### config.mk
export PLATFORM = sky130hd
export DESIGN_NAME = truth_table_sweeper_flat
export DESIGN_NICKNAME = d
export VERILOG_FILES = /design/src/rtl/truth_table_sweeper_pkg.sv /design/src/rtl/truth_table_sweeper_if.sv /design/src/rtl/truth_table_sweeper_settle_timer.sv /design/src/rtl/truth_table_sweeper.sv /design/src/flat_wrapper.sv
export SDC_FILE = /design/constraint.sdc
export NUM_CORES = 1
export LEC_CHECK = 0
export ABC_AREA = 1
export CORE_ASPECT_RATIO = 0.5
export CORE_MARGIN = 2
export CORE_UTILIZATION = 53
export DETAILED_ROUTE_END_ITERATION = 7
export PLACE_DENSITY = 0.82
export SKIP_CTS_REPAIR_TIMING = 1
export SLEW_MARGIN = 20
export SYNTH_ARGS = -nofsm -noshare
export SYNTH_HDL_FRONTEND = slang
export SYNTH_SLANG_ARGS = --single-unit
### constraint.sdc
create_clock -name clk -period 2.3 [get_ports clk]
set_clock_uncertainty 0.05 [all_clocks]
set_input_delay 0.23 -clock clk [delete_from_list [all_inputs] [get_ports clk]]
set_output_delay 0.23 -clock clk [all_outputs]
set_load 0.03 [all_outputs]
### src/rtl/truth_table_sweeper_pkg.sv
`default_nettype none
// ============================================================================
// Module   : truth_table_sweeper_pkg
// Brief    : Shared types and constants for the truth-table sweeper.
// Revision : 1.0 - initial release
// ============================================================================
package truth_table_sweeper_pkg;

    typedef enum logic [1:0] {
        IDLE   = 2'd0,
        SETTLE = 2'd1,
        SAMPLE = 2'd2,
        DONE   = 2'd3
    } sweep_state_t;

    // Golden table of F = AC + ABC' + BD + A'C'D', bit m is F at {A,B,C,D} = m
    localparam logic [15:0] F_EXPECTED = 16'hFCB1;
    localparam int          SETTLE_W   = 8;
    localparam int          MINTERMS   = 16;

endpackage
`default_nettype wire

### src/rtl/truth_table_sweeper_if.sv
`default_nettype none
// ============================================================================
// Module   : truth_table_sweeper_if
// Brief    : Control, stimulus and result bundle of the truth-table sweeper.
// Revision : 1.0 - initial release
// ============================================================================
interface truth_table_sweeper_if;
    import truth_table_sweeper_pkg::*;

    logic                start;
    logic                abort;
    logic                f_in;
    logic                a_out;
    logic                b_out;
    logic                c_out;
    logic                d_out;
    logic                busy;
    logic                done;
    logic                pass;
    logic [MINTERMS-1:0] truth_table;
    logic [4:0]          mismatch_count;
    logic                first_fail_valid;
    logic [3:0]          first_fail_idx;

    modport master (
        output start, abort, f_in,
        input  a_out, b_out, c_out, d_out, busy, done, pass,
               truth_table, mismatch_count, first_fail_valid, first_fail_idx
    );

    modport slave (
        input  start, abort, f_in,
        output a_out, b_out, c_out, d_out, busy, done, pass,
               truth_table, mismatch_count, first_fail_valid, first_fail_idx
    );

endinterface
`default_nettype wire

### src/rtl/truth_table_sweeper_settle_timer.sv
`default_nettype none
// ============================================================================
// Module   : sweep_settle_timer
// Brief    : Loadable down-counter timing how long ABCD is held before sampling.
// Revision : 1.0 - initial release
// ============================================================================
module sweep_settle_timer
    import truth_table_sweeper_pkg::*;
(
    input  logic                clk,
    input  logic                rst_n,
    input  logic                load_i,
    input  logic                en_i,
    input  logic [SETTLE_W-1:0] load_val_i,
    output logic                expired_o
);

    logic [SETTLE_W-1:0] count_q;

    always_ff @(posedge clk or negedge rst_n) begin
        if (!rst_n) begin
            count_q <= '0;
        end else if (load_i) begin
            count_q <= load_val_i;
        end else if (en_i && (count_q != '0)) begin
            count_q <= count_q - 1'b1;
        end
    end

    // Expiry flags the last counted cycle so the caller leaves on the next edge
    assign expired_o = (count_q <= SETTLE_W'(1));

endmodule
`default_nettype wire

### src/rtl/truth_table_sweeper.sv
`default_nettype none
// ============================================================================
// Module   : truth_table_sweeper
// Brief    : Steps ABCD through all minterms, samples F and grades the table.
// Revision : 1.0 - initial release
// ============================================================================
module truth_table_sweeper
    import truth_table_sweeper_pkg::*;
#(
    parameter int                  SETTLE_CYCLES = 2,
    parameter logic [MINTERMS-1:0] EXPECTED      = F_EXPECTED
)(
    input  logic                  clk,
    input  logic                  rst_n,
    truth_table_sweeper_if.slave  sw
);

    localparam logic [SETTLE_W-1:0] c_settle   = SETTLE_W'(SETTLE_CYCLES);
    localparam logic [3:0]          c_last_idx = 4'(MINTERMS - 1);

    sweep_state_t        state_q;
    logic [3:0]          idx_q;
    logic [MINTERMS-1:0] tt_q;
    logic [4:0]          mm_q;
    logic [4:0]          mm_d;
    logic                ffv_q;
    logic [3:0]          ffi_q;
    logic                busy_q;
    logic                done_q;
    logic                pass_q;

    logic                w_miss;
    logic                w_expired;
    logic                w_load;
    logic                w_en;

    always_comb begin
        w_miss = (sw.f_in != EXPECTED[idx_q]);
        mm_d   = mm_q + {4'd0, w_miss};
    end

    // Timer is parked at the reload value whenever it is not counting
    assign w_load = (state_q != SETTLE);
    assign w_en   = (state_q == SETTLE);

    sweep_settle_timer u_settle_timer (
        .clk        (clk),
        .rst_n      (rst_n),
        .load_i     (w_load),
        .en_i       (w_en),
        .load_val_i (c_settle),
        .expired_o  (w_expired)
    );

    always_ff @(posedge clk or negedge rst_n) begin
        if (!rst_n) begin
            state_q <= IDLE;
            idx_q   <= '0;
            tt_q    <= '0;
            mm_q    <= '0;
            ffv_q   <= 1'b0;
            ffi_q   <= '0;
            busy_q  <= 1'b0;
            done_q  <= 1'b0;
            pass_q  <= 1'b0;
        end else begin
            done_q <= 1'b0;
            case (state_q)
                IDLE: begin
                    if (sw.start && !sw.abort) begin
                        idx_q   <= '0;
                        tt_q    <= '0;
                        mm_q    <= '0;
                        ffv_q   <= 1'b0;
                        ffi_q   <= '0;
                        pass_q  <= 1'b0;
                        busy_q  <= 1'b1;
                        state_q <= SETTLE;
                    end
                end
                SETTLE: begin
                    if (sw.abort) begin
                        busy_q  <= 1'b0;
                        state_q <= IDLE;
                    end else if (w_expired) begin
                        state_q <= SAMPLE;
                    end
                end
                SAMPLE: begin
                    // Capture commits even when this cycle is aborted
                    tt_q[idx_q] <= sw.f_in;
                    mm_q        <= mm_d;
                    if (w_miss && !ffv_q) begin
                        ffv_q <= 1'b1;
                        ffi_q <= idx_q;
                    end
                    if (sw.abort) begin
                        busy_q  <= 1'b0;
                        state_q <= IDLE;
                    end else if (idx_q == c_last_idx) begin
                        done_q  <= 1'b1;
                        pass_q  <= (mm_d == 5'd0);
                        state_q <= DONE;
                    end else begin
                        idx_q   <= idx_q + 4'd1;
                        state_q <= SETTLE;
                    end
                end
                DONE: begin
                    busy_q  <= 1'b0;
                    state_q <= IDLE;
                end
                default: begin
                    busy_q  <= 1'b0;
                    state_q <= IDLE;
                end
            endcase
        end
    end

    assign sw.a_out            = idx_q[3];
    assign sw.b_out            = idx_q[2];
    assign sw.c_out            = idx_q[1];
    assign sw.d_out            = idx_q[0];
    assign sw.busy             = busy_q;
    assign sw.done             = done_q;
    assign sw.pass             = pass_q;
    assign sw.truth_table      = tt_q;
    assign sw.mismatch_count   = mm_q;
    assign sw.first_fail_valid = ffv_q;
    assign sw.first_fail_idx   = ffi_q;

endmodule
`default_nettype wire
### src/flat_wrapper.sv
// flat-port wrapper written by rule: the top's interface ports become plain ports
module truth_table_sweeper_flat import truth_table_sweeper_pkg::*;
#(
    parameter int                  SETTLE_CYCLES = 2,
    parameter logic [MINTERMS-1:0] EXPECTED      = F_EXPECTED
)
  (clk, rst_n, sw_start, sw_abort, sw_f_in, sw_a_out, sw_b_out, sw_c_out, sw_d_out, sw_busy, sw_done, sw_pass, sw_truth_table, sw_mismatch_count, sw_first_fail_valid, sw_first_fail_idx);
  truth_table_sweeper_if sw_i ();
  input  logic clk;
  input  logic rst_n;
  input wire logic [$bits(sw_i.start)-1:0] sw_start;
  input wire logic [$bits(sw_i.abort)-1:0] sw_abort;
  input wire logic [$bits(sw_i.f_in)-1:0] sw_f_in;
  output wire logic [$bits(sw_i.a_out)-1:0] sw_a_out;
  output wire logic [$bits(sw_i.b_out)-1:0] sw_b_out;
  output wire logic [$bits(sw_i.c_out)-1:0] sw_c_out;
  output wire logic [$bits(sw_i.d_out)-1:0] sw_d_out;
  output wire logic [$bits(sw_i.busy)-1:0] sw_busy;
  output wire logic [$bits(sw_i.done)-1:0] sw_done;
  output wire logic [$bits(sw_i.pass)-1:0] sw_pass;
  output wire logic [$bits(sw_i.truth_table)-1:0] sw_truth_table;
  output wire logic [$bits(sw_i.mismatch_count)-1:0] sw_mismatch_count;
  output wire logic [$bits(sw_i.first_fail_valid)-1:0] sw_first_fail_valid;
  output wire logic [$bits(sw_i.first_fail_idx)-1:0] sw_first_fail_idx;
  assign sw_i.start = sw_start;
  assign sw_i.abort = sw_abort;
  assign sw_i.f_in = sw_f_in;
  assign sw_a_out = sw_i.a_out;
  assign sw_b_out = sw_i.b_out;
  assign sw_c_out = sw_i.c_out;
  assign sw_d_out = sw_i.d_out;
  assign sw_busy = sw_i.busy;
  assign sw_done = sw_i.done;
  assign sw_pass = sw_i.pass;
  assign sw_truth_table = sw_i.truth_table;
  assign sw_mismatch_count = sw_i.mismatch_count;
  assign sw_first_fail_valid = sw_i.first_fail_valid;
  assign sw_first_fail_idx = sw_i.first_fail_idx;
  truth_table_sweeper #(.SETTLE_CYCLES(SETTLE_CYCLES), .EXPECTED(EXPECTED)) u_core (.clk(clk), .rst_n(rst_n), .sw(sw_i));
endmodule
==> implementation parameters <==
Parameter                              Value

Timing
  Headroom to the max-slew limit    a little under two thirds
  Worst-margin pin slew    approximately 540 ps
  Final worst setup slack    164 ps
  Period Utilization, post-route    92.9%
  Final number of hold-violating endpoints    0
  Final critical path time including I/O delays and setup    roughly 2100 ps
  Highest clock rate    468 MHz
  Worst hold-check slack    between 300 and 400 ps
  Max-slew violation count    0
  Final-report setup violation count    0

Synthesis
  Register area share after synthesis    46.1%
  Number of flip-flops and latches in the synthesized netlist    43
  Count of warnings emitted by yosys    0
  Library cell with the largest summed area after synthesis    dfrtp_1
  Synth Instances    279
  Library cells used by synthesis    28
  Post-synthesis cell area    around 2300 um^2
  Average size of a mapped cell    8.37 um^2
  Top cell type's share of synthesized area    between 40% and 50%
  Net count of the mapped netlist    a little under 300
  Top cells by area, synth    dfrtp_1 46%, nand2_1 13%, o21ai_0 6.0%

Floorplan
  Standard cell core area    between 4000 and 5000 um^2
  Total Die Area    4980 um^2
  Ports    38
  Height of the die    50.9 um
  Initial core utilization    between 50% and 60%
  # rows    16
  Die span in x    97.9 um

Layout
  Relative area change from synthesis to final layout    23.4%
  Multi-input gate area    between 1000 and 1500 um^2
  Fraction of final layout cells with drive strength greater than 1    approximately 11%
  Fill cell total of the finished layout    around 310
  Diodes inserted    0
  Register area    1080 um^2
  Area of all placed cells without fillers    just under 3000 um^2
  Fin nets    about 340

Setup path
  Critical path arrival    roughly 2300 ps
  R2R Setup Slk    160 ps
  Worst Path Required    between 2000 and 2500 ps
  End of the worst register-to-register path    u_core.sw.pass
  Maximum net fanout on the critical path    6
  Startpoint kind of the worst setup timing path    flip-flop
  Setup CP Type    flip-flop to flip-flop
  Endpoint type of the worst setup path    flip-flop
  R2R cell count    12
  Reg-to-Reg Start    u_core.idx_q[3]

Job
  Number of max-capacitance violations reported    0

GRT
  Combined global-route utilization of all metal layers    around 22%
  Initial antenna violation count    0
  Grt ovf    0
  Maximum number of pins on one net before global-route repair    25
  Global-route wire length before repair    between 8000 and 9000 um
  Via count of the first global-routing pass    between 1,500 and 2,000

Detailed routing
  Initial drt markers    91
  Routed via count    approximately 2,000
  Via density    5.36
  Post-route antenna net violation count    0
  DR pass1 iterations    4
  DRC errors left    0
  Avg WL per Cell    about 14 um
  Aggregate routed wire length    just over 5000 um

Worst hold path
  Worst Hold Class    input pin to asynchronous set/reset pin

Clocking
  Number of buffers on the longest clock path    2
  H-tree depth    2
  Clock Sinks    43
  Clock tree from TritonCTS    built
  Clock input transition at the sequential cells of the worst setup and hold paths    approximately 90 ps
  CTS Buf Count    5
  Clock tree root driver cell    clkbuf_8
  Insertion delay to the later sink of the worst-skew pair    300 ps

Run status
  Result of the run    finished, final reports clean

Place
  DP HPWL    3720 um
  Post-placement setup slack    ~100 ps
  Cell Area, Placed    roughly 2800 um^2
  Number of port buffers    37
  Final weighted congestion of routability-driven global placement    around 0.82

Pwr
  Peak supply drop    between 0.3 and 0.4 mV
  Power density relative to cell area    about 950 nW/um^2
  Leakage power of the design    1.36 nW
  PnR Total Power    approximately 2.7 mW
Yosys cell counts (all sizes together):
cell     n
a211oi   1
a21oi    3
a22oi    1
and2     1
buf      5
clkbuf   1
dfrtp   43
ha      11
inv     33
nand2   84
nand3   13
nand4    6
nor2    17
nor3     5
nor3b    1
o21ai   31
o31ai   15
xnor2    1
xor2     7
cell type report:
| class | count | share of cell area (%) |
|---|---|---|
| Clock buffer | 6 | 2.52 |
| Timing Repair Buffer | 45 | 14.9 |
| Inverter | 33 | 4.39 |
| Clock inverter | 2 | 0.434 |
| Multi-Input combinational cell | 197 | 38.0 |
| Tap cell | 54 | 2.34 |
| Sequential cell | 43 | 37.5 |
placed cells by master (no fill, tap or decap), types with 5 or more instances in the layout:
cell type        Yosys  layout
buf_4                0       7
clkbuf_8             0       5
clkdlybuf4s50_1      0      36
dfrtp_1             43      40
ha_1                11      11
inv_1               28      26
inv_2                5       6
nand2_1             80      80
nand3_1             13      13
nand4_1              6       6
nor2_1              14      14
nor3_1               5       5
o21ai_0             28      28
o31ai_1             15      15
xor2_1               7       7
power breakdown:
group          switching, mW  internal [mW]  leakage [nW]  total (mW)
logic                  0.869          0.430         0.732        1.30
registers             0.0971          0.874         0.584       0.971
clock network          0.257          0.212        0.0412       0.469
total                   1.22           1.52          1.36        2.74
worst max-delay path by stage:
stage	startpoint	end	slack (ps)	cells after the start
after floorplan	u_core.idx_q[3]	u_core.sw.pass	80	14
after global placement	sw_f_in	u_core.sw.pass	190	10
after detailed placement	sw_f_in	u_core.sw.pass	100	10
after CTS	u_core.idx_q[1]	u_core.sw.pass	-6	12
after global routing	u_core.idx_q[0]	u_core.sw.pass	-8	12
final	u_core.idx_q[3]	u_core.sw.pass	160	12
routing by layer:
layer,wire length [um],track usage [%],share of wire (%),up-vias
li1,-,-,-,1008
met4,52,8.33,1.0,0
met5,0,0,0,-
met2,2420,36.9,47,49
met3,252,5.34,4.8,7
met1,2470,29.4,48,971
worst max-delay path: stages (launching register included):
cell,delay (ps)
dfrtp_2,450
inv_2,130
nor2_2,60
nand2_1,70
nand3_1,90
and2_1,190
ha_1,200
ha_1,240
xnor2_2,190
nand3_1,100
nor3_1,150
nand3_1,90
nand2_1,60
logic make-up after synthesis:
| logic type | share of synthesized area [%] |
|---|---|
| buffers and inverters | 7.34 |
| AND/OR/NAND/NOR | 24.8 |
| XOR/XNOR | 3.00 |
| flip-flops | 46.1 |
| adder cells (fa/ha/maj) | 5.89 |
| AO/OA/AOI/OAI | 12.9 |
per-stage QoR:
step	utilization [%]	cells	TNS, ps
after global routing	70.9	380	-7.79
after detailed placement	67.9	369	0
after floorplan	-	279	0
final	70.9	380	0
after CTS	70.0	377	-5.56
after global placement	67.9	369	0
state kept, by name (all words and copies together) (netlist names):
| signal | count |
|---|---|
| u_core.sw.first_fail_valid | 1 |
| u_core.sw.pass | 1 |
| u_core.state_q | 2 |
| u_core.idx_q | 4 |
| u_core.u_settle_timer.count_q | 8 |
| u_core.sw.truth_table | 16 |
| u_core.sw.mismatch_count | 5 |
| u_core.sw.first_fail_idx | 4 |
| u_core.sw.busy | 1 |
| u_core.sw.done | 1 |
No activity file was read; power rests on OpenSTA's default activity.
